### config.mk
export PLATFORM = sky130hd
export DESIGN_NAME = cdr_dlf_prog_flat
export DESIGN_NICKNAME = d
export VERILOG_FILES = /design/src/rtl/cdr_dlf_pkg.sv /design/src/rtl/cdr_dlf_prog_if.sv /design/src/rtl/dlf_vote_decimator.sv /design/src/rtl/cdr_dlf_prog.sv /design/src/flat_wrapper.sv
export SDC_FILE = /design/constraint.sdc
export NUM_CORES = 1
export LEC_CHECK = 0
export BUFFER_PORTS_ARGS = -buffer_cell sky130_fd_sc_hd__clkbuf_2
export CORE_MARGIN = 4
export CORE_UTILIZATION = 61
export DETAILED_ROUTE_END_ITERATION = 8
export GPL_ROUTABILITY_DRIVEN = 0
export GPL_TIMING_DRIVEN = 0
export PLACE_DENSITY = 0.82
export REMOVE_ABC_BUFFERS = 1
export SLEW_MARGIN = 20
export SYNTH_ARGS = -nofsm -noshare
export SYNTH_HDL_FRONTEND = slang
export SYNTH_SLANG_ARGS = --single-unit
### constraint.sdc
create_clock -name clk -period 6.6 [get_ports clk]
set_clock_uncertainty 0.1 [all_clocks]
set_input_delay 0.99 -clock clk [delete_from_list [all_inputs] [get_ports clk]]
set_output_delay 0.99 -clock clk [all_outputs]
set_load 0.02 [all_outputs]
### src/rtl/cdr_dlf_pkg.sv
// Shared types, decision encodings and the saturating adder for the CDR loop filter.
package cdr_dlf_pkg;

  // Decimated phase-detector decision: +1 late, -1 early, 0 no majority.
  typedef logic signed [1:0] dec_t;

  localparam dec_t DEC_UP   = 2'sb01;
  localparam dec_t DEC_DN   = 2'sb11;
  localparam dec_t DEC_NONE = 2'sb00;

  // Adds delta to freq and clamps the result to the symmetric range
  // [-(2^(width-1)-1), +(2^(width-1)-1)], so the most negative code never appears.
  function automatic longint sat_add(input longint freq, input longint delta,
                                     input int width = 16);
    longint max_v;
    longint sum_v;
    longint res_v;
    max_v = (longint'(1) <<< (width - 1)) - longint'(1);
    sum_v = freq + delta;
    res_v = sum_v;
    if (sum_v > max_v) begin
      res_v = max_v;
    end else if (sum_v < -max_v) begin
      res_v = -max_v;
    end
    return res_v;
  endfunction

endpackage

### src/rtl/cdr_dlf_prog_if.sv
// Bundle of phase-detector inputs, gain/freeze controls and interpolator outputs.
interface cdr_dlf_prog_if #(
  parameter int CODE_W = 11,
  parameter int FREQ_W = 16
);

  logic                     up;
  logic                     dn;
  logic [2:0]               kp;
  logic [2:0]               ki;
  logic                     freeze;
  logic [CODE_W-1:0]        code;
  logic                     code_valid;
  logic signed [FREQ_W-1:0] freq;
  logic                     freq_sat;

  // The master drives votes and controls; the loop filter answers with the code.
  modport master (
    output up, dn, kp, ki, freeze,
    input  code, code_valid, freq, freq_sat
  );

  modport slave (
    input  up, dn, kp, ki, freeze,
    output code, code_valid, freq, freq_sat
  );

endinterface

### src/rtl/dlf_vote_decimator.sv
// Accumulates bang-bang votes over a DECIM-cycle window and emits a signed decision.
module dlf_vote_decimator
  import cdr_dlf_pkg::*;
#(
  parameter int DECIM = 4
) (
  input  logic clk,
  input  logic rst_n,
  input  logic up,
  input  logic dn,
  output dec_t dec_q,
  output logic upd_q
);

  localparam int CNT_W = (DECIM > 1) ? $clog2(DECIM) : 1;
  localparam int SUM_W = $clog2(DECIM + 1) + 1;
  localparam logic [CNT_W-1:0] CNT_LAST = CNT_W'(DECIM - 1);

  logic [CNT_W-1:0]        cnt_q, cnt_d;
  logic signed [SUM_W-1:0] sum_q, sum_d;
  logic signed [SUM_W-1:0] vote;
  logic signed [SUM_W-1:0] total;
  dec_t                    dec_d;
  logic                    upd_d;

  // Vote, accumulate, and on the last window cycle turn the sum into a sign decision.
  always_comb begin
    vote = '0;
    if (up && !dn) begin
      vote = {{(SUM_W-1){1'b0}}, 1'b1};
    end else if (dn && !up) begin
      vote = '1;
    end
    total = sum_q + vote;

    cnt_d = cnt_q + 1'b1;
    sum_d = total;
    dec_d = dec_q;
    upd_d = 1'b0;

    if (cnt_q == CNT_LAST) begin
      cnt_d = '0;
      sum_d = '0;
      upd_d = 1'b1;
      if (total[SUM_W-1]) begin
        dec_d = DEC_DN;
      end else if (total != '0) begin
        dec_d = DEC_UP;
      end else begin
        dec_d = DEC_NONE;
      end
    end
  end

  // Window state; reset discards any partial sum so the next window is full length.
  always_ff @(posedge clk or negedge rst_n) begin
    if (!rst_n) begin
      cnt_q <= '0;
      sum_q <= '0;
      dec_q <= DEC_NONE;
      upd_q <= 1'b0;
    end else begin
      cnt_q <= cnt_d;
      sum_q <= sum_d;
      dec_q <= dec_d;
      upd_q <= upd_d;
    end
  end

endmodule

### src/rtl/cdr_dlf_prog.sv
// Second-order CDR loop filter: decimated votes drive a saturating frequency
// integrator and a freely wrapping phase accumulator for the interpolator.
module cdr_dlf_prog
  import cdr_dlf_pkg::*;
#(
  parameter int CODE_W  = 11,
  parameter int PHASE_W = 16,
  parameter int FREQ_W  = 16,
  parameter int FSHIFT  = 7,
  parameter int DECIM   = 4
) (
  input  logic          clk,
  input  logic          rst_n,
  cdr_dlf_prog_if.slave bus
);

  localparam logic signed [FREQ_W-1:0] FREQ_MAX = {1'b0, {(FREQ_W-1){1'b1}}};

  dec_t                     dec_q;
  logic                     upd_q;
  logic [PHASE_W-1:0]       phase_q, phase_d;
  logic signed [FREQ_W-1:0] freq_q, freq_d;
  logic signed [FREQ_W-1:0] freq_shift;
  logic [PHASE_W-1:0]       freq_term;
  logic [PHASE_W-1:0]       kp_ext;
  logic [PHASE_W-1:0]       kp_term;
  longint                   ki_delta;
  longint                   freq_sum;
  logic                     code_valid_q, code_valid_d;
  logic                     freq_sat_q, freq_sat_d;
  logic                     unused_freq_sum_hi;

  dlf_vote_decimator #(
    .DECIM (DECIM)
  ) u_vote (
    .clk   (clk),
    .rst_n (rst_n),
    .up    (bus.up),
    .dn    (bus.dn),
    .dec_q (dec_q),
    .upd_q (upd_q)
  );

  // Gains times a +/-1/0 decision are just select-or-negate; both integrators
  // update from the old freq value, and a frozen update is dropped entirely.
  always_comb begin
    freq_shift = freq_q >>> FSHIFT;
    freq_term  = PHASE_W'(freq_shift);
    kp_ext     = PHASE_W'(bus.kp);

    kp_term  = '0;
    ki_delta = 0;
    if (dec_q == DEC_UP) begin
      kp_term  = kp_ext;
      ki_delta = longint'(bus.ki);
    end else if (dec_q == DEC_DN) begin
      kp_term  = -kp_ext;
      ki_delta = -longint'(bus.ki);
    end
    freq_sum = sat_add(longint'(freq_q), ki_delta, FREQ_W);

    phase_d      = phase_q;
    freq_d       = freq_q;
    code_valid_d = 1'b0;
    if (upd_q && !bus.freeze) begin
      phase_d      = phase_q + freq_term + kp_term;
      freq_d       = freq_sum[FREQ_W-1:0];
      code_valid_d = 1'b1;
    end

    freq_sat_d = (freq_d == FREQ_MAX) || (freq_d == -FREQ_MAX);
  end

  assign unused_freq_sum_hi = &{1'b0, freq_sum[63:FREQ_W]};

  // Integrator and output registers; every output comes straight from a flop.
  always_ff @(posedge clk or negedge rst_n) begin
    if (!rst_n) begin
      phase_q      <= '0;
      freq_q       <= '0;
      code_valid_q <= 1'b0;
      freq_sat_q   <= 1'b0;
    end else begin
      phase_q      <= phase_d;
      freq_q       <= freq_d;
      code_valid_q <= code_valid_d;
      freq_sat_q   <= freq_sat_d;
    end
  end

  assign bus.code       = phase_q[PHASE_W-1 -: CODE_W];
  assign bus.code_valid = code_valid_q;
  assign bus.freq       = freq_q;
  assign bus.freq_sat   = freq_sat_q;

endmodule

### src/flat_wrapper.sv
// flat-port wrapper written by rule: the top's interface ports become plain ports
module cdr_dlf_prog_flat import cdr_dlf_pkg::*;
#(
  parameter int CODE_W  = 11,
  parameter int PHASE_W = 16,
  parameter int FREQ_W  = 16,
  parameter int FSHIFT  = 7,
  parameter int DECIM   = 4
)
  (clk, rst_n, bus_up, bus_dn, bus_kp, bus_ki, bus_freeze, bus_code, bus_code_valid, bus_freq, bus_freq_sat);
  cdr_dlf_prog_if #(.CODE_W(CODE_W), .FREQ_W(FREQ_W)) bus_i ();
  input  logic clk;
  input  logic rst_n;
  input wire logic [$bits(bus_i.up)-1:0] bus_up;
  input wire logic [$bits(bus_i.dn)-1:0] bus_dn;
  input wire logic [$bits(bus_i.kp)-1:0] bus_kp;
  input wire logic [$bits(bus_i.ki)-1:0] bus_ki;
  input wire logic [$bits(bus_i.freeze)-1:0] bus_freeze;
  output wire logic [$bits(bus_i.code)-1:0] bus_code;
  output wire logic [$bits(bus_i.code_valid)-1:0] bus_code_valid;
  output wire logic [$bits(bus_i.freq)-1:0] bus_freq;
  output wire logic [$bits(bus_i.freq_sat)-1:0] bus_freq_sat;
  assign bus_i.up = bus_up;
  assign bus_i.dn = bus_dn;
  assign bus_i.kp = bus_kp;
  assign bus_i.ki = bus_ki;
  assign bus_i.freeze = bus_freeze;
  assign bus_code = bus_i.code;
  assign bus_code_valid = bus_i.code_valid;
  assign bus_freq = bus_i.freq;
  assign bus_freq_sat = bus_i.freq_sat;
  cdr_dlf_prog #(.CODE_W(CODE_W), .PHASE_W(PHASE_W), .FREQ_W(FREQ_W), .FSHIFT(FSHIFT), .DECIM(DECIM)) u_core (.clk(clk), .rst_n(rst_n), .bus(bus_i));
endmodule
Word level (Yosys, flattened, before mapping)
Cells that the tools add are included.
{"block": "totals", "ff_bits": 43, "inputBits": 11, "output_inout_bits": 29, "word_cells": 45}
{"block": "op_classes", "add_sub_neg": 7, "magnitude_cmp": 2, "n_eq_ne": 5, "n_mux": 15, "reduce_logical": 8}
{"operator": "64-bit 2-to-1 mux", "count": 2}
{"operator": "16-bit 2-to-1 mux", "count": 5}
{"operator": "16-bit by 64-bit adder with 64-bit output", "count": 1}
{"operator": "64-bit by 16-bit greater-than comparator with 1-bit output, second input constant", "count": 1}
{"operator": "64-bit by 16-bit < comparator with 1-bit output, second input constant", "count": 1}
{"operator": "3-bit negation with 64-bit output", "count": 1}
{"operator": "16-bit adder", "count": 2}
{"operator": "16-bit equality test, second input constant", "count": 2}
{"operator": "3-bit negation with 16-bit output", "count": 1}
{"operator": "4-bit 2-to-1 mux", "count": 3}
{"operator": "4-bit adder", "count": 1}
{"operator": "2-bit equality test, second input constant", "count": 2}
{"operator": "2-bit 2-to-1 mux", "count": 2}
{"operator": "4-bit nonzero test", "count": 1}
{"operator": "1-bit logical AND", "count": 3}
{"operator": "1-bit zero test", "count": 3}
{"operator": "1-bit 2-to-1 mux", "count": 3}
{"operator": "2-bit by 1-bit adder with 2-bit output, second input constant", "count": 1}
{"operator": "2-bit by 1-bit equality test with 1-bit output, second input constant", "count": 1}
{"operator": "1-bit logical OR", "count": 1}

Longest topological paths before layout
{"block": "depth", "depth_word": 10, "mapped_depth": 20}

Hierarchy
Synthesis repeated with hierarchy kept, for this count alone.
{"block": "unflattened", "hier_cells": 503, "area_unflattened_um2": 4416.7}
{"module": "cdr_dlf_prog", "n_inst": 1, "cells_per_inst": 458, "area_each_um2": 3932.5, "seq_area_each_um2": 850.8}
{"module": "dlf_vote_decimator", "n_inst": 1, "cells_per_inst": 45, "area_each_um2": 484.2, "seq_area_each_um2": 225.2}

Worst setup path after synthesis
OpenSTA, ideal clock, no wires.
{"block": "synth_path", "path_kind": "input to register", "start": "input port bus_ki[0]", "end": "register u_core.freq_sat_q (netlist: u_core.bus.freq_sat)", "setup_time_ps": 103, "arrival_ps": 4925, "t_required_ps": 6397, "path_slack_ps": 1472, "stages": 16, "path_buffers": 0, "cell_sequence": "inv_1 ha_1 ha_1 mux2i_1 nor2b_1 ha_1 a211oi_2 o21ai_2 o31a_1 a311o_1 or3_1 or4_4 o31ai_4 nor4_2 or4_4 o41ai_2"}
{"block": "synth_via", "elab_chain_cells": 10}
{"element": "start: declaration", "line_no": "flat_wrapper.sv:17", "text": "input wire logic [$bits(bus_i.ki)-1:0] bus_ki;"}
{"element": "3-bit negation with 64-bit output", "line_no": "cdr_dlf_prog.sv:58", "text": "ki_delta = -longint'(bus.ki);"}
{"element": "64-bit 2-to-1 mux", "line_no": "cdr_dlf_prog.sv:56", "text": "end else if (dec_q == DEC_DN) begin"}
{"element": "64-bit 2-to-1 mux *", "line_no": "cdr_dlf_prog.sv:53", "text": "if (dec_q == DEC_UP) begin"}
{"element": "16-bit by 64-bit adder with 64-bit output *", "line_no": "cdr_dlf_pkg.sv:19", "text": "sum_v = freq + delta;"}
{"element": "64-bit by 16-bit < comparator with 1-bit output", "line_no": "cdr_dlf_pkg.sv:23", "text": "end else if (sum_v < -max_v) begin"}
{"element": "16-bit 2-to-1 mux", "line_no": "cdr_dlf_pkg.sv:23"}
{"element": "16-bit 2-to-1 mux *", "line_no": "cdr_dlf_pkg.sv:21", "text": "if (sum_v > max_v) begin"}
{"element": "16-bit 2-to-1 mux *", "line_no": "cdr_dlf_prog.sv:65", "text": "if (upd_q && !bus.freeze) begin"}
{"element": "16-bit equality test", "line_no": "cdr_dlf_prog.sv:71", "text": "freq_sat_d = (freq_d == FREQ_MAX) || (freq_d == -FREQ_MAX);"}
{"element": "1-bit logical OR *", "line_no": "cdr_dlf_prog.sv:71"}
{"element": "via u_core.freq_sat_d", "line_no": "cdr_dlf_prog.sv:30", "text": "logic freq_sat_q, freq_sat_d;"}
{"element": "end signal: assignment", "line_no": "cdr_dlf_prog.sv:87", "text": "freq_sat_q <= freq_sat_d;"}
{"element": "end: declaration", "line_no": "cdr_dlf_prog.sv:30"}
Mark *: on every way through the listed nets, which the timed path passes. The rest lies on a longest branch.
A chain may end at the register's enable or synchronous reset.

Final worst setup path
{"block": "layout_path", "start": "input port bus_ki[0]", "end": "register u_core.freq_sat_q (netlist: u_core.bus.freq_sat)"}
{"block": "layout_via", "elab_chain_cells": 10}
{"element": "3-bit negation with 64-bit output", "line_no": "cdr_dlf_prog.sv:58"}
{"element": "64-bit 2-to-1 mux", "line_no": "cdr_dlf_prog.sv:56"}
{"element": "64-bit 2-to-1 mux *", "line_no": "cdr_dlf_prog.sv:53"}
{"element": "16-bit by 64-bit adder with 64-bit output *", "line_no": "cdr_dlf_pkg.sv:19"}
{"element": "64-bit by 16-bit < comparator with 1-bit output", "line_no": "cdr_dlf_pkg.sv:23"}
{"element": "16-bit 2-to-1 mux", "line_no": "cdr_dlf_pkg.sv:23"}
{"element": "16-bit 2-to-1 mux *", "line_no": "cdr_dlf_pkg.sv:21"}
{"element": "16-bit 2-to-1 mux *", "line_no": "cdr_dlf_prog.sv:65"}
{"element": "via u_core.freq_d[7]", "line_no": "cdr_dlf_prog.sv:22", "text": "logic signed [FREQ_W-1:0] freq_q, freq_d;"}
{"element": "16-bit equality test", "line_no": "cdr_dlf_prog.sv:71"}
{"element": "1-bit logical OR *", "line_no": "cdr_dlf_prog.sv:71"}
{"element": "via u_core.freq_sat_d", "line_no": "cdr_dlf_prog.sv:30"}
Marks and branches as above.

==> results by group <==
Clock tree
  – Number of CTS-inserted buffers: 5
  – TritonCTS clock tree: built
  – Maximum count of clock buffers along a single path: 2
  – CTS clock-pin slew for the worst setup and hold paths: around 0.080 ns
  – Hold-fix buffers, CTS: 0
  – H-tree lvl count: 2
  – Number of cells upsized or downsized after cts: 0
  – Buffer type at the clock tree root: sky130_fd_sc_hd__clkbuf_8
  – Total number of clock tree sinks: 43
  – Setup Fix Bufs, Post-CTS: 0
  – Skew-Pair Late Insertion Delay: around 0.29 ns

Floorplan
  – Initial cell density of the core: 62.7%
  – Number of primary I/O pins: 40
  – Die footprint: around 8400 um^2
  – Placeable core region: 6790 um^2
  – Die W: 91.6 um
  – DIE HEIGHT: 91.6 um
  – Floorplan row count: 30

Synthesis
  – Mean Syn Cell Area: between 8 and 9 um^2
  – Proportion of synthesized chip area in sequential cells: between 20% and 30%
  – Share of the synthesized netlist area taken by xor and xnor gates: 4.93%
  – Mapped cell area: ~4300 um^2
  – Synthesized instance count: between 400 and 500
  – Multiplexer share of the synthesized area: between 1.5 and 2%
  – Top flip-flop cell by instance count after synthesis: sky130_fd_sc_hd__dfrtp_1
  – Number of distinct standard cells referenced by the synthesized netlist: 68
  – Largest family of logic cells by synthesized area: compound AO/OA/AOI/OAI gates
  – Synth warnings: 0
  – Synth async-reset ratio: 100%
  – Post-synth EDFFs: 0
  – #FFs+latches synth: 43
  – Simple-gate share of the synthesized area: 18.9%
  – Compound-cell area share of the yosys netlist: between 20% and 30%
  – Adder-cell share of the synthesized area: 20.2%

Final layout
  – Total of fill cells in the finished design: 563
  – Number of standard cells in the final layout excluding fillers: ~610
  – Fraction of final layout cells sized beyond drive strength 1: 13.3%
  – # nets final: between 500 and 600
  – Diodes inserted: 0
  – Utilization after layout: slightly below 70%
  – Signed area change from the synthesized netlist to the final layout: 7.31%

Setup path
  – Library cell contributing the largest single delay on the critical path: sky130_fd_sc_hd__o31ai_1
  – Critical Path Most Common Cell: sky130_fd_sc_hd__ha_1
  – Slack of the worst reg-to-reg path: about 0.82 ns
  – Number of buffers and inverters on the critical path: 3
  – Biggest cell delay along the critical path: ~0.8 ns
  – Crit path capture type: flop
  – Largest delay share family, worst path: compound AO/OA/AOI/OAI gates
  – Setup CP Type: input pin to flop
  – Required @ worst endpoint: 6.65 ns
  – Cell Chain, Critical Path: clkbuf_2 > inv_1 > ha_1 > ha_1 > nor2_1 > ha_1 > a21oi_1 > o21ai_0 > nor4b_1 > mux2i_1 > nor3b_1 > o31ai_1 > a31o_2 > inv_1 > a2111oi_0 > nand4bb_1 > o41ai_2
  – Max Fanout on Critical Path: 8
  – Startpoint type of the worst setup path: input pin
  – Arrival @ worst endpoint: a little over 6 ns

Global routing
  – GRT Overall Usage: 24.8%
  – Antenna violations before repair: 0
  – Vias in the first global route: 3605
  – GR Overflow Total: 0
  – First-pass GRT wire length: approximately 17000 um
  – Largest net degree at the start of global routing: 44

Timing
  – Final hold violations: 0
  – Worst-Margin Slew: roughly 0.99 ns
  – RSZ-0062 raised after global routing: no
  – Max frequency: roughly 0.16 GHz
  – Final Worst Setup Slack: ~0.44 ns
  – Final setup vio count: 0
  – Crit share post-route: about 93%
  – Setup Total Neg Slack: 0 ns
  – Final Max Tran Viols: 0
  – Period minus WS final: 6.16 ns
  – Slew margin rel.: between 30 and 40%

Run
  – Number of maximum-capacitance constraint violations: 0

Routing
  – Detail Route Antenna Nets: 0
  – Remaining routing DRC violations: 0
  – Routed wire length: 9950 um
  – Average via count per standard cell: 6.12
  – Drt wl/cell: ~16 um
  – DRC violation total after the first TritonRoute iteration: between 200 and 300
  – Number of detailed-routing iterations run before antenna repair: 5
  – Routed vias: between 3000 and 4000

Place
  – Detailed placer's ending HPWL: 7460 um
  – Port Buf Inserts: 39
  – Placed Instances: ~600
  – Pre-CTS setup slack: around 0.48 ns

Run status
  – Result of the run: finished, final reports clean

Worst hold path
  – Worst min-delay path category: flop to flop
cells by family after synthesis:
group,Yosys count
multiplexers,8
buffers and inverters,56
AO/OA/AOI/OAI,139
AND/OR/NAND/NOR,163
XOR/XNOR,24
adder cells (fa/ha/maj),58
flip-flops,43
sequential cells by signal, indices dropped and copies added (netlist names):
name                   cells
u_core.bus.freq           16
u_core.u_vote.cnt_q        2
u_core.u_vote.dec_q        2
u_core.bus.freq_sat        1
u_core.u_vote.upd_q        1
u_core.bus.code_valid      1
u_core.phase_q            16
u_core.u_vote.sum_q        4
cell type report:
type | count | area, um^2 | share of cell area, %
Timing Repair Buffer | 40 | 223 | 4.87
Tap cell | 96 | 120 | 2.63
Clock inverter | 2 | 60.1 | 1.31
Multi-Input combinational cell | 392 | 2920 | 63.8
Sequential cell | 43 | 1080 | 23.5
Inverter | 27 | 101 | 2.22
Clock buffer | 6 | 72.6 | 1.59
metrics by stage:
| step | cell area (um^2) | hold WS (ns) |
|---|---|---|
| 2_1_floorplan | 4090 | 0.303 |
| 3_3_place_gp | 4410 | 0.314 |
| 3_5_place_dp | 4440 | 0.321 |
| 4_1_cts | 4570 | 0.351 |
| 5_1_grt | 4570 | 0.360 |
| 6_report | 4570 | 0.347 |
cell usage after synthesis, types with 6 or more instances:
library cell / n / share of area (%)
sky130_fd_sc_hd__a21oi_1: 24 / 2.8
sky130_fd_sc_hd__nor2_1: 42 / 3.7
sky130_fd_sc_hd__xor2_1: 11 / 2.3
sky130_fd_sc_hd__ha_1: 40 / 12
sky130_fd_sc_hd__o31ai_1: 8 / 1.4
sky130_fd_sc_hd__fa_1: 18 / 8.5
sky130_fd_sc_hd__nor3_1: 9 / 1.1
sky130_fd_sc_hd__o21ai_0: 35 / 4.1
sky130_fd_sc_hd__clkbuf_1: 10 / 0.88
sky130_fd_sc_hd__nand3_1: 11 / 1.3
sky130_fd_sc_hd__inv_1: 26 / 2.3
sky130_fd_sc_hd__xnor2_1: 13 / 2.7
sky130_fd_sc_hd__a21o_1: 7 / 1.2
sky130_fd_sc_hd__a31oi_1: 7 / 1.0
sky130_fd_sc_hd__nand2_1: 52 / 4.6
sky130_fd_sc_hd__dfrtp_1: 43 / 25
sky130_fd_sc_hd__buf_4: 14 / 2.5
sky130_fd_sc_hd__o211ai_1: 11 / 1.9
sky130_fd_sc_hd__o21a_1: 7 / 1.2
sky130_fd_sc_hd__nor2b_1: 6 / 0.88
cells in the final DEF (no fill, tap or decap), types with 5 or more instances in the layout:
| cell type | n |
|---|---|
| sky130_fd_sc_hd__xnor2_1 | 13 |
| sky130_fd_sc_hd__inv_1 | 26 |
| sky130_fd_sc_hd__xor2_1 | 11 |
| sky130_fd_sc_hd__ha_1 | 40 |
| sky130_fd_sc_hd__o21ai_0 | 35 |
| sky130_fd_sc_hd__dfrtp_1 | 43 |
| sky130_fd_sc_hd__and3_1 | 5 |
| sky130_fd_sc_hd__mux2i_1 | 5 |
| sky130_fd_sc_hd__a21oi_1 | 24 |
| sky130_fd_sc_hd__o31ai_1 | 8 |
| sky130_fd_sc_hd__clkbuf_8 | 5 |
| sky130_fd_sc_hd__nand3_1 | 11 |
| sky130_fd_sc_hd__a21o_1 | 7 |
| sky130_fd_sc_hd__nand2_1 | 52 |
| sky130_fd_sc_hd__nor2_1 | 42 |
| sky130_fd_sc_hd__nor3_1 | 9 |
| sky130_fd_sc_hd__o21a_1 | 7 |
| sky130_fd_sc_hd__o211ai_1 | 11 |
| sky130_fd_sc_hd__fa_1 | 18 |
| sky130_fd_sc_hd__clkbuf_2 | 38 |
| sky130_fd_sc_hd__a31oi_1 | 7 |
| sky130_fd_sc_hd__nor2b_1 | 6 |
metal layers:
layer | routed length, um | track usage, % | up-vias
met5 | 0 | 0 | -
met4 | 97 | 5.40 | 0
li1 | - | - | 1808
met2 | 4760 | 40.7 | 127
met3 | 656 | 4.06 | 9
met1 | 4440 | 34.4 | 1766
final timing paths:
path                                               startpoint                               end  cells past startpoint
max                                                 bus_ki[0]     u_core.bus.freq_sat$_DFF_PN0_                     17
min                          u_core.u_vote.cnt_q[0]$_DFF_PN0_  u_core.u_vote.cnt_q[0]$_DFF_PN0_                      1
max reg2reg                u_core.u_vote.dec_q[1]$_DFFE_PN0P_     u_core.bus.freq_sat$_DFF_PN0_                     14
min reg2reg                  u_core.u_vote.cnt_q[0]$_DFF_PN0_  u_core.u_vote.cnt_q[0]$_DFF_PN0_                      1
max in group asynchronous                               rst_n     u_core.bus.freq_sat$_DFF_PN0_                      1
min in group asynchronous                               rst_n     u_core.phase_q[9]$_DFFE_PN0P_                      1
Power is left out: the tool's default activity adds up to more than one toggle a clock period on the data nets, which glitch-free logic cannot reach.
